[src/rtl/logic_gate_arbiter.sv]
// Round-robin arbiter sharing one registered bitwise logic unit between two requesters.
// Optional grant counters are enabled by defining LOGIC_ARB_STATS_EN.
module logic_gate_arbiter #(
    parameter int unsigned WIDTH = 8
) (
    input  logic             clk,
    input  logic             rst_n,
    input  logic             req0,
    input  logic             req1,
    input  logic [2:0]       op0,
    input  logic [2:0]       op1,
    input  logic [WIDTH-1:0] a0,
    input  logic [WIDTH-1:0] a1,
    input  logic [WIDTH-1:0] b0,
    input  logic [WIDTH-1:0] b1,
    output logic             gnt0,
    output logic             gnt1,
    output logic [WIDTH-1:0] res,
    output logic             res_id,
    output logic             res_err,
    output logic             res_valid,
    input  logic             res_ready,
    output logic             busy
`ifdef LOGIC_ARB_STATS_EN
    ,
    output logic [7:0]       gnt_cnt0,
    output logic [7:0]       gnt_cnt1
`endif
);

    typedef enum logic [1:0] {StIdle, StExec, StDone} state_e;

    state_e           state_q, state_d;
    logic             last_q, last_d;
    logic             win_q, win_d;
    logic [2:0]       op_q, op_d;
    logic [WIDTH-1:0] a_q, a_d;
    logic [WIDTH-1:0] b_q, b_d;
    logic             gnt0_q, gnt0_d;
    logic             gnt1_q, gnt1_d;
    logic [WIDTH-1:0] res_q, res_d;
    logic             res_id_q, res_id_d;
    logic             res_err_q, res_err_d;
    logic             res_valid_q, res_valid_d;
    logic             winner;

    function automatic logic [WIDTH-1:0] gate_eval(logic [2:0] op, logic [WIDTH-1:0] a,
                                                   logic [WIDTH-1:0] b);
        logic [WIDTH-1:0] r;
        case (op)
            3'd0:    r = a & b;
            3'd1:    r = ~(a & b);
            3'd2:    r = a | b;
            3'd3:    r = ~(a | b);
            3'd4:    r = ~a;
            3'd5:    r = a ^ b;
            3'd6:    r = ~(a ^ b);
            default: r = '0;
        endcase
        return r;
    endfunction

    always_comb begin
        state_d     = state_q;
        last_d      = last_q;
        win_d       = win_q;
        op_d        = op_q;
        a_d         = a_q;
        b_d         = b_q;
        gnt0_d      = 1'b0;
        gnt1_d      = 1'b0;
        res_d       = res_q;
        res_id_d    = res_id_q;
        res_err_d   = res_err_q;
        res_valid_d = res_valid_q;
        winner      = 1'b0;

        unique case (state_q)
            StIdle: begin
                if (req0 || req1) begin
                    // On a tie the requester that did not win last time goes first.
                    winner  = (req0 && req1) ? ~last_q : req1;
                    op_d    = winner ? op1 : op0;
                    a_d     = winner ? a1 : a0;
                    b_d     = winner ? b1 : b0;
                    gnt0_d  = ~winner;
                    gnt1_d  = winner;
                    last_d  = winner;
                    win_d   = winner;
                    state_d = StExec;
                end
            end
            StExec: begin
                res_d       = gate_eval(op_q, a_q, b_q);
                res_id_d    = win_q;
                res_err_d   = (op_q == 3'd7);
                res_valid_d = 1'b1;
                state_d     = StDone;
            end
            StDone: begin
                if (res_ready) begin
                    res_valid_d = 1'b0;
                    state_d     = StIdle;
                end
            end
            default: state_d = StIdle;
        endcase
    end

    always_ff @(posedge clk or negedge rst_n) begin
        if (!rst_n) begin
            state_q     <= StIdle;
            last_q      <= 1'b1;
            win_q       <= 1'b0;
            op_q        <= '0;
            a_q         <= '0;
            b_q         <= '0;
            gnt0_q      <= 1'b0;
            gnt1_q      <= 1'b0;
            res_q       <= '0;
            res_id_q    <= 1'b0;
            res_err_q   <= 1'b0;
            res_valid_q <= 1'b0;
        end else begin
            state_q     <= state_d;
            last_q      <= last_d;
            win_q       <= win_d;
            op_q        <= op_d;
            a_q         <= a_d;
            b_q         <= b_d;
            gnt0_q      <= gnt0_d;
            gnt1_q      <= gnt1_d;
            res_q       <= res_d;
            res_id_q    <= res_id_d;
            res_err_q   <= res_err_d;
            res_valid_q <= res_valid_d;
        end
    end

    assign gnt0      = gnt0_q;
    assign gnt1      = gnt1_q;
    assign res       = res_q;
    assign res_id    = res_id_q;
    assign res_err   = res_err_q;
    assign res_valid = res_valid_q;
    assign busy      = (state_q != StIdle);

`ifdef LOGIC_ARB_STATS_EN
    logic [7:0] cnt0_q, cnt1_q;

    // Counters saturate so a long-running consumer never sees a wrap.
    always_ff @(posedge clk or negedge rst_n) begin
        if (!rst_n) begin
            cnt0_q <= 8'd0;
            cnt1_q <= 8'd0;
        end else begin
            if (gnt0_d && (cnt0_q != 8'hFF)) cnt0_q <= cnt0_q + 8'd1;
            if (gnt1_d && (cnt1_q != 8'hFF)) cnt1_q <= cnt1_q + 8'd1;
        end
    end

    assign gnt_cnt0 = cnt0_q;
    assign gnt_cnt1 = cnt1_q;
`endif

endmodule

[config.mk]
export PLATFORM = sky130hd
export DESIGN_NAME = logic_gate_arbiter
export DESIGN_NICKNAME = d
export VERILOG_FILES = /design/src/rtl/logic_gate_arbiter.sv
export SDC_FILE = /design/constraint.sdc
export NUM_CORES = 1
export LEC_CHECK = 0
export CAP_MARGIN = 25
export CORE_ASPECT_RATIO = 1.1
export CORE_MARGIN = 2
export CORE_UTILIZATION = 49
export CTS_CLUSTER_DIAMETER = 120
export DETAILED_ROUTE_END_ITERATION = 8
export PLACE_DENSITY = 0.91
export RECOVER_POWER = 25
export SLEW_MARGIN = 40
export SYNTH_ARGS = -nofsm -noshare
export SYNTH_HDL_FRONTEND = slang
export SYNTH_SLANG_ARGS = --single-unit
[constraint.sdc]
create_clock -name clk -period 1.6 [get_ports clk]
set_input_delay 0.32 -clock clk [delete_from_list [all_inputs] [get_ports clk]]
set_output_delay 0.32 -clock clk [all_outputs]
set_load 0.005 [all_outputs]
**Yosys cells after proc, flatten, opt, wreduce, memory -nomap -nowiden**

Index checks and enable logic that the tools add are counted.

- Register bits: 36
- Input bits: 43
- Output and inout port bits: 14
- Word-level logic and storage cells: 55

- Equal/unequal tests: 11
- Mux-type cells: 14
- Bitwise operators: 9
- Reductions and logical operators: 9

Operator list:

| kind | number |
|---|---|
| $pmux W8 S7 | 1 |
| $not A8 Y8 | 4 |
| $mux W8 | 2 |
| $eq A3 B3 Y1 const B | 4 |
| $and A8 B8 Y8 | 1 |
| $or A8 B8 Y8 | 1 |
| $xor A8 B8 Y8 | 1 |
| $eq A3 B2 Y1 const B | 2 |
| $mux W1 | 6 |
| $pmux W2 S3 | 1 |
| $reduce_and A2 Y1 | 3 |
| $mux W2 | 2 |
| $ne A2 B2 Y1 const B | 2 |
| $reduce_bool A2 Y1 | 2 |
| $eq A3 B1 Y1 const B | 1 |
| $logic_not A3 Y1 | 1 |
| $mux W3 | 1 |
| $eq A2 B1 Y1 const B | 1 |
| $eq A2 B2 Y1 const B | 1 |
| $logic_not A2 Y1 | 1 |
| $not A1 Y1 | 2 |
| $pmux W1 S2 | 1 |
| $logic_and A1 B1 Y1 | 1 |
| $logic_or A1 B1 Y1 | 1 |

**Longest topological paths before layout**

- Depth in word-level cells: 5
- Gate-level depth with buffers: 6
- Depth with buffers taken out: 6

**Worst setup path after synthesis**

No wires, ideal clock.

- Path type: reg2reg
- Start: reg a_q[6]
- End: reg res_q[6], in the netlist res[6]
- Setup time: 74 ps
- Arrival time: 1360 ps
- Data required time: 1526 ps
- Slack: 165 ps
- Stages on the path, launching flop included: 7
- Path buffers: 0
- Period minus slack after synthesis: 1435 ps
- Path through: dfrtp_1 inv_1 ha_1 mux2i_1 o31ai_1 a221o_1 o21ai_2

- Longest elaborated chain between the ends: 3
- Elaborated cells between the ends (all ways): 8
- Those cells by class: mux: 1; bitwise: 7

RTL lines:

| item | RTL line | RTL |
|---|---|---|
| from (decl) | 37 | `logic [WIDTH-1:0] a_q, a_d;` |
| from (signal assigned) | 116 | `a_q <= '0;` |
| from (signal assigned) | 129 | `a_q <= a_d;` |
| $xor A8 B8 Y8, or another cell as far along | 56, 57 |  |
| $not A8 Y8, on equally long branches | 57, 52, 54 |  |
| $pmux W8 S7 (*) | 50 | `case (op)` |
| to (signal assigned) | 133 | `res_q <= res_d;` |
| to (decl) | 41 | `logic [WIDTH-1:0] res_q, res_d;` |

Mark *: on every way between the ends. The rest lies on a longest branch, timed or not.
A chain may end at the register's enable or synchronous reset.

**Worst setup path in the final report**

- Start: reg op_q[0]
- End: reg res_q[2], in the netlist res[2]

- Longest elaborated chain between the ends: 2
- Elaborated cells between the ends (all ways): 8
- Those cells by class: eq/ne: 6; mux: 1; reduce/logical: 1

RTL lines:

| item | RTL line | RTL |
|---|---|---|
| from (decl) | 36 | `logic [2:0] op_q, op_d;` |
| from (signal assigned) | 128 | `op_q <= op_d;` |
| $eq A3 B3 Y1, or another cell as far along | 50 |  |
| $pmux W8 S7 (*) | 50 |  |

Marked as above.

==> flow_summary.yaml <==
status:
  outcome: "finished, final reports clean"
cells_and_area:
  n_antenna_cell: 0
  final_cell_mix: "clkdlybuf4s50_1, dfrtp_1, nand2_1"
  regArea_sq_um: 907
  multi_input_area_sq_um: 1210
  fin_nets: 366
  fillCellCount: 316
  drive_gt1_share_pct: 11.7
  area_delta_synth_final_pct: 37.6
  final_cells: 362
  layout_commonest_cell: "clkdlybuf4s50_1"
global_route:
  antenna_found_initial: 0
  grt_pass1_vias: 1958
  grt_overflow: 0
  gr-usage-all-layers_pct: 21.2
  grt_pass1_wl_mm: 8.25
  grt_max_degree: 42
cts:
  cts.clk_slew.worst_paths_ns: 0.07
  cts_root_buffer: "clkbuf_8"
  insertion_delay_ns: 0.29
  clock_sinks: 36
  clockBufferDepth: 2
  cts_tree: "yes"
  hold_buffers: 0
  cts_htree_levels: 2
  cts_buffers: 5
worst_setup_path:
  crit_chain: "buf_4, nand2b_1, o22ai_1, nand2b_1, a31oi_1"
  path_class: "flip-flop to flip-flop"
  cp_common_cell: "nand2b_1"
  worstSetupPathDepth: 5
  critPathSlowestCell: "dfrtp_2"
  startpoint: "op_q[0]"
  crit-reg2reg-launch: "op_q[0]"
  r2r_setup_slack_ns: 0.09
  cp_max_fo: 10
  required_ns: 1.80
  r2r_cells: 5
  crit_family: "flip-flops"
  crit_buf_inv: 1
  cp-end-kind: "flip-flop"
  startpoint_type: "flip-flop"
  cpPeakStageDelay_ns: 0.48
  worstPathArrival_ns: 1.71
power_and_ir_drop:
  total_power_mw: 6.00
  combPwrFrac_pct: 54.7
  power_density_nw_per_um2: 1940
  ir_drop_mv: 0.892
  pwr-share-seq_pct: 30.7
  intPower_mw: 3.64
  switching_share_pct: 39.3
  pwr-share-clk_pct: 14.6
  switchingPower_mw: 2.35
  p_leak_nw: 1.38
hold_path:
  min_from: "res[6]"
  hold_path_depth: 2
  hold_class: "flip-flop to flip-flop"
sta:
  drv_slew: 0
  relSlewSlack_pct: 40.5
  max_freq_ghz: 0.663
  period_share_pct: 94.3
  finalSetupViolCount: 0
  finalHoldViolations: 0
  period_needed_ns: 1.51
  finClkSkew_ns: 0.00618
  tightest_slew_ns: 0.893
synth:
  yosys_warnings: 0
  ys_seq_area_share_pct: 40.1
  syn_area_per_cell_sq_um: 9.21
  ys.flop_type: "dfrtp_1"
  postSynthCellCount: 244
  syn_nets: 303
  yosysUniqueCellTypes: 36
  synth-edff-count: 0
  async_flop_share_pct: 100
  syn_area_sq_um: 2250
  ys_seq_elements: 36
drt:
  drtAntennaViolNets: 0
  post_drt_wl_per_cell_um: 13.5
  drtIter0Drc: 120
  wirelength_mm: 4.90
  dr.pass1.iters: 4
  drc: 0
  routed_via_density: 5.36
  vias: 1941
floorplan:
  core_sq_um: 4350
  initial_core_util_pct: 51.7
  die_area_sq_um: 5140
  die_w_um: 68.6
  chipHeight_um: 75.0
  rows: 25
  io_pins: 57
place:
  dp.cells: 351
  gp_congestion: 0.805
  port-buffer-count: 56
  dp_hpwl_mm: 3.63
job:
  maxCapViolations: 0
-- synthesized netlist by cell type (3+ instances only) --
| cell type | instances | area share, % |
|---|---|---|
| ha_1 | 16 | 8.9 |
| o22ai_1 | 8 | 2.2 |
| a221oi_1 | 3 | 1.2 |
| mux2i_1 | 20 | 8.9 |
| dfrtp_1 | 35 | 39 |
| a21oi_1 | 9 | 2.0 |
| buf_2 | 7 | 1.6 |
| nand2_1 | 30 | 5.0 |
| nor2_1 | 12 | 2.0 |
| clkbuf_1 | 6 | 1.0 |
| nor2b_1 | 3 | 0.84 |
| nand2b_1 | 11 | 3.1 |
| inv_1 | 19 | 3.2 |
| a31oi_1 | 4 | 1.1 |
| o21ai_0 | 23 | 5.1 |
| xnor2_1 | 10 | 3.9 |
-- flip-flops by register name (all words and copies together) (netlist names), 2 cells and up --
register / count
b_q: 8
state_q: 2
a_q: 8
res: 8
op_q: 3
-- worst reg2reg max path, delay by kind of cell (launching register included) --
kind | cells | cell delay (ns)
DFF | 1 | 0.48
AOI/OAI and AO/OA | 2 | 0.44
and+or+nand+nor | 2 | 0.31
buffers and inverters | 1 | 0.20
-- cell type report --
type / count / area share, %
flip-flops and latches: 36 / 29.3
clock inverters: 1 / 0.971
inverters: 19 / 2.31
repair buffers: 72 / 23.1
well taps: 54 / 2.18
clock buffers: 7 / 3.11
multi-input cells: 173 / 39.0
-- timing repair --
action,in CTS,in global routing
pin swaps,0,1
endpoints found under the setup margin,1,8
setup buffers,2,1
resized for setup,3,4
-- layer usage --
metal | track usage, % | share of wire (%) | wire length, um
met1 | 25.3 | 44 | 2140
met2 | 36.2 | 50 | 2470
met3 | 4.78 | 4.5 | 220
met4 | 9.56 | 1.5 | 76
met5 | 0 | 0 | 0
-- cell families after synthesis --
logic type / Yosys count / share of synthesized area [%]
compound gates: 64 / 17.8
simple gates: 63 / 13.4
flops: 36 / 40.1
buf+inv: 35 / 6.90
mux: 20 / 8.91
fa+ha+maj: 16 / 8.91
xor+xnor: 10 / 3.90
-- per-stage QoR --
stage	TNS, ns	worst slack, ns	instance area [sq um]	hold slack, ns	utilization (%)
after floorplan	0	0.165	2250	0.0244	-
after global placement	-0.100	-0.0231	2950	0.460	67.8
after detailed placement	-1.05	-0.0785	2950	0.466	67.8
final	0	0.0913	3090	0.475	71.1
after CTS	0	0.0184	3090	0.406	71.1
after global routing	-0.0117	-0.0117	3090	0.506	71.1
-- worst paths after layout --
check,end
setup / recovery,res[2]
hold / removal,res[6]
setup reg to reg,res[2]
hold reg to reg,res[6]
max in group asynchronous,op_q[1]
min in group asynchronous,a_q[4]
-- power by group through the flow --
| stage | sequential (mW) | clock [mW] | combinational [mW] |
|---|---|---|---|
| 2_1_floorplan | 1.66 | 0 | 2.22 |
| 3_3_place_gp | 1.82 | 0 | 2.98 |
| 3_5_place_dp | 1.85 | 0 | 3.14 |
| 4_1_cts | 1.82 | 0.878 | 3.22 |
| 5_1_grt | 1.92 | 0.919 | 3.65 |
| 6_report | 1.84 | 0.874 | 3.28 |
Note: power is estimated with default switching activity, not from simulation.
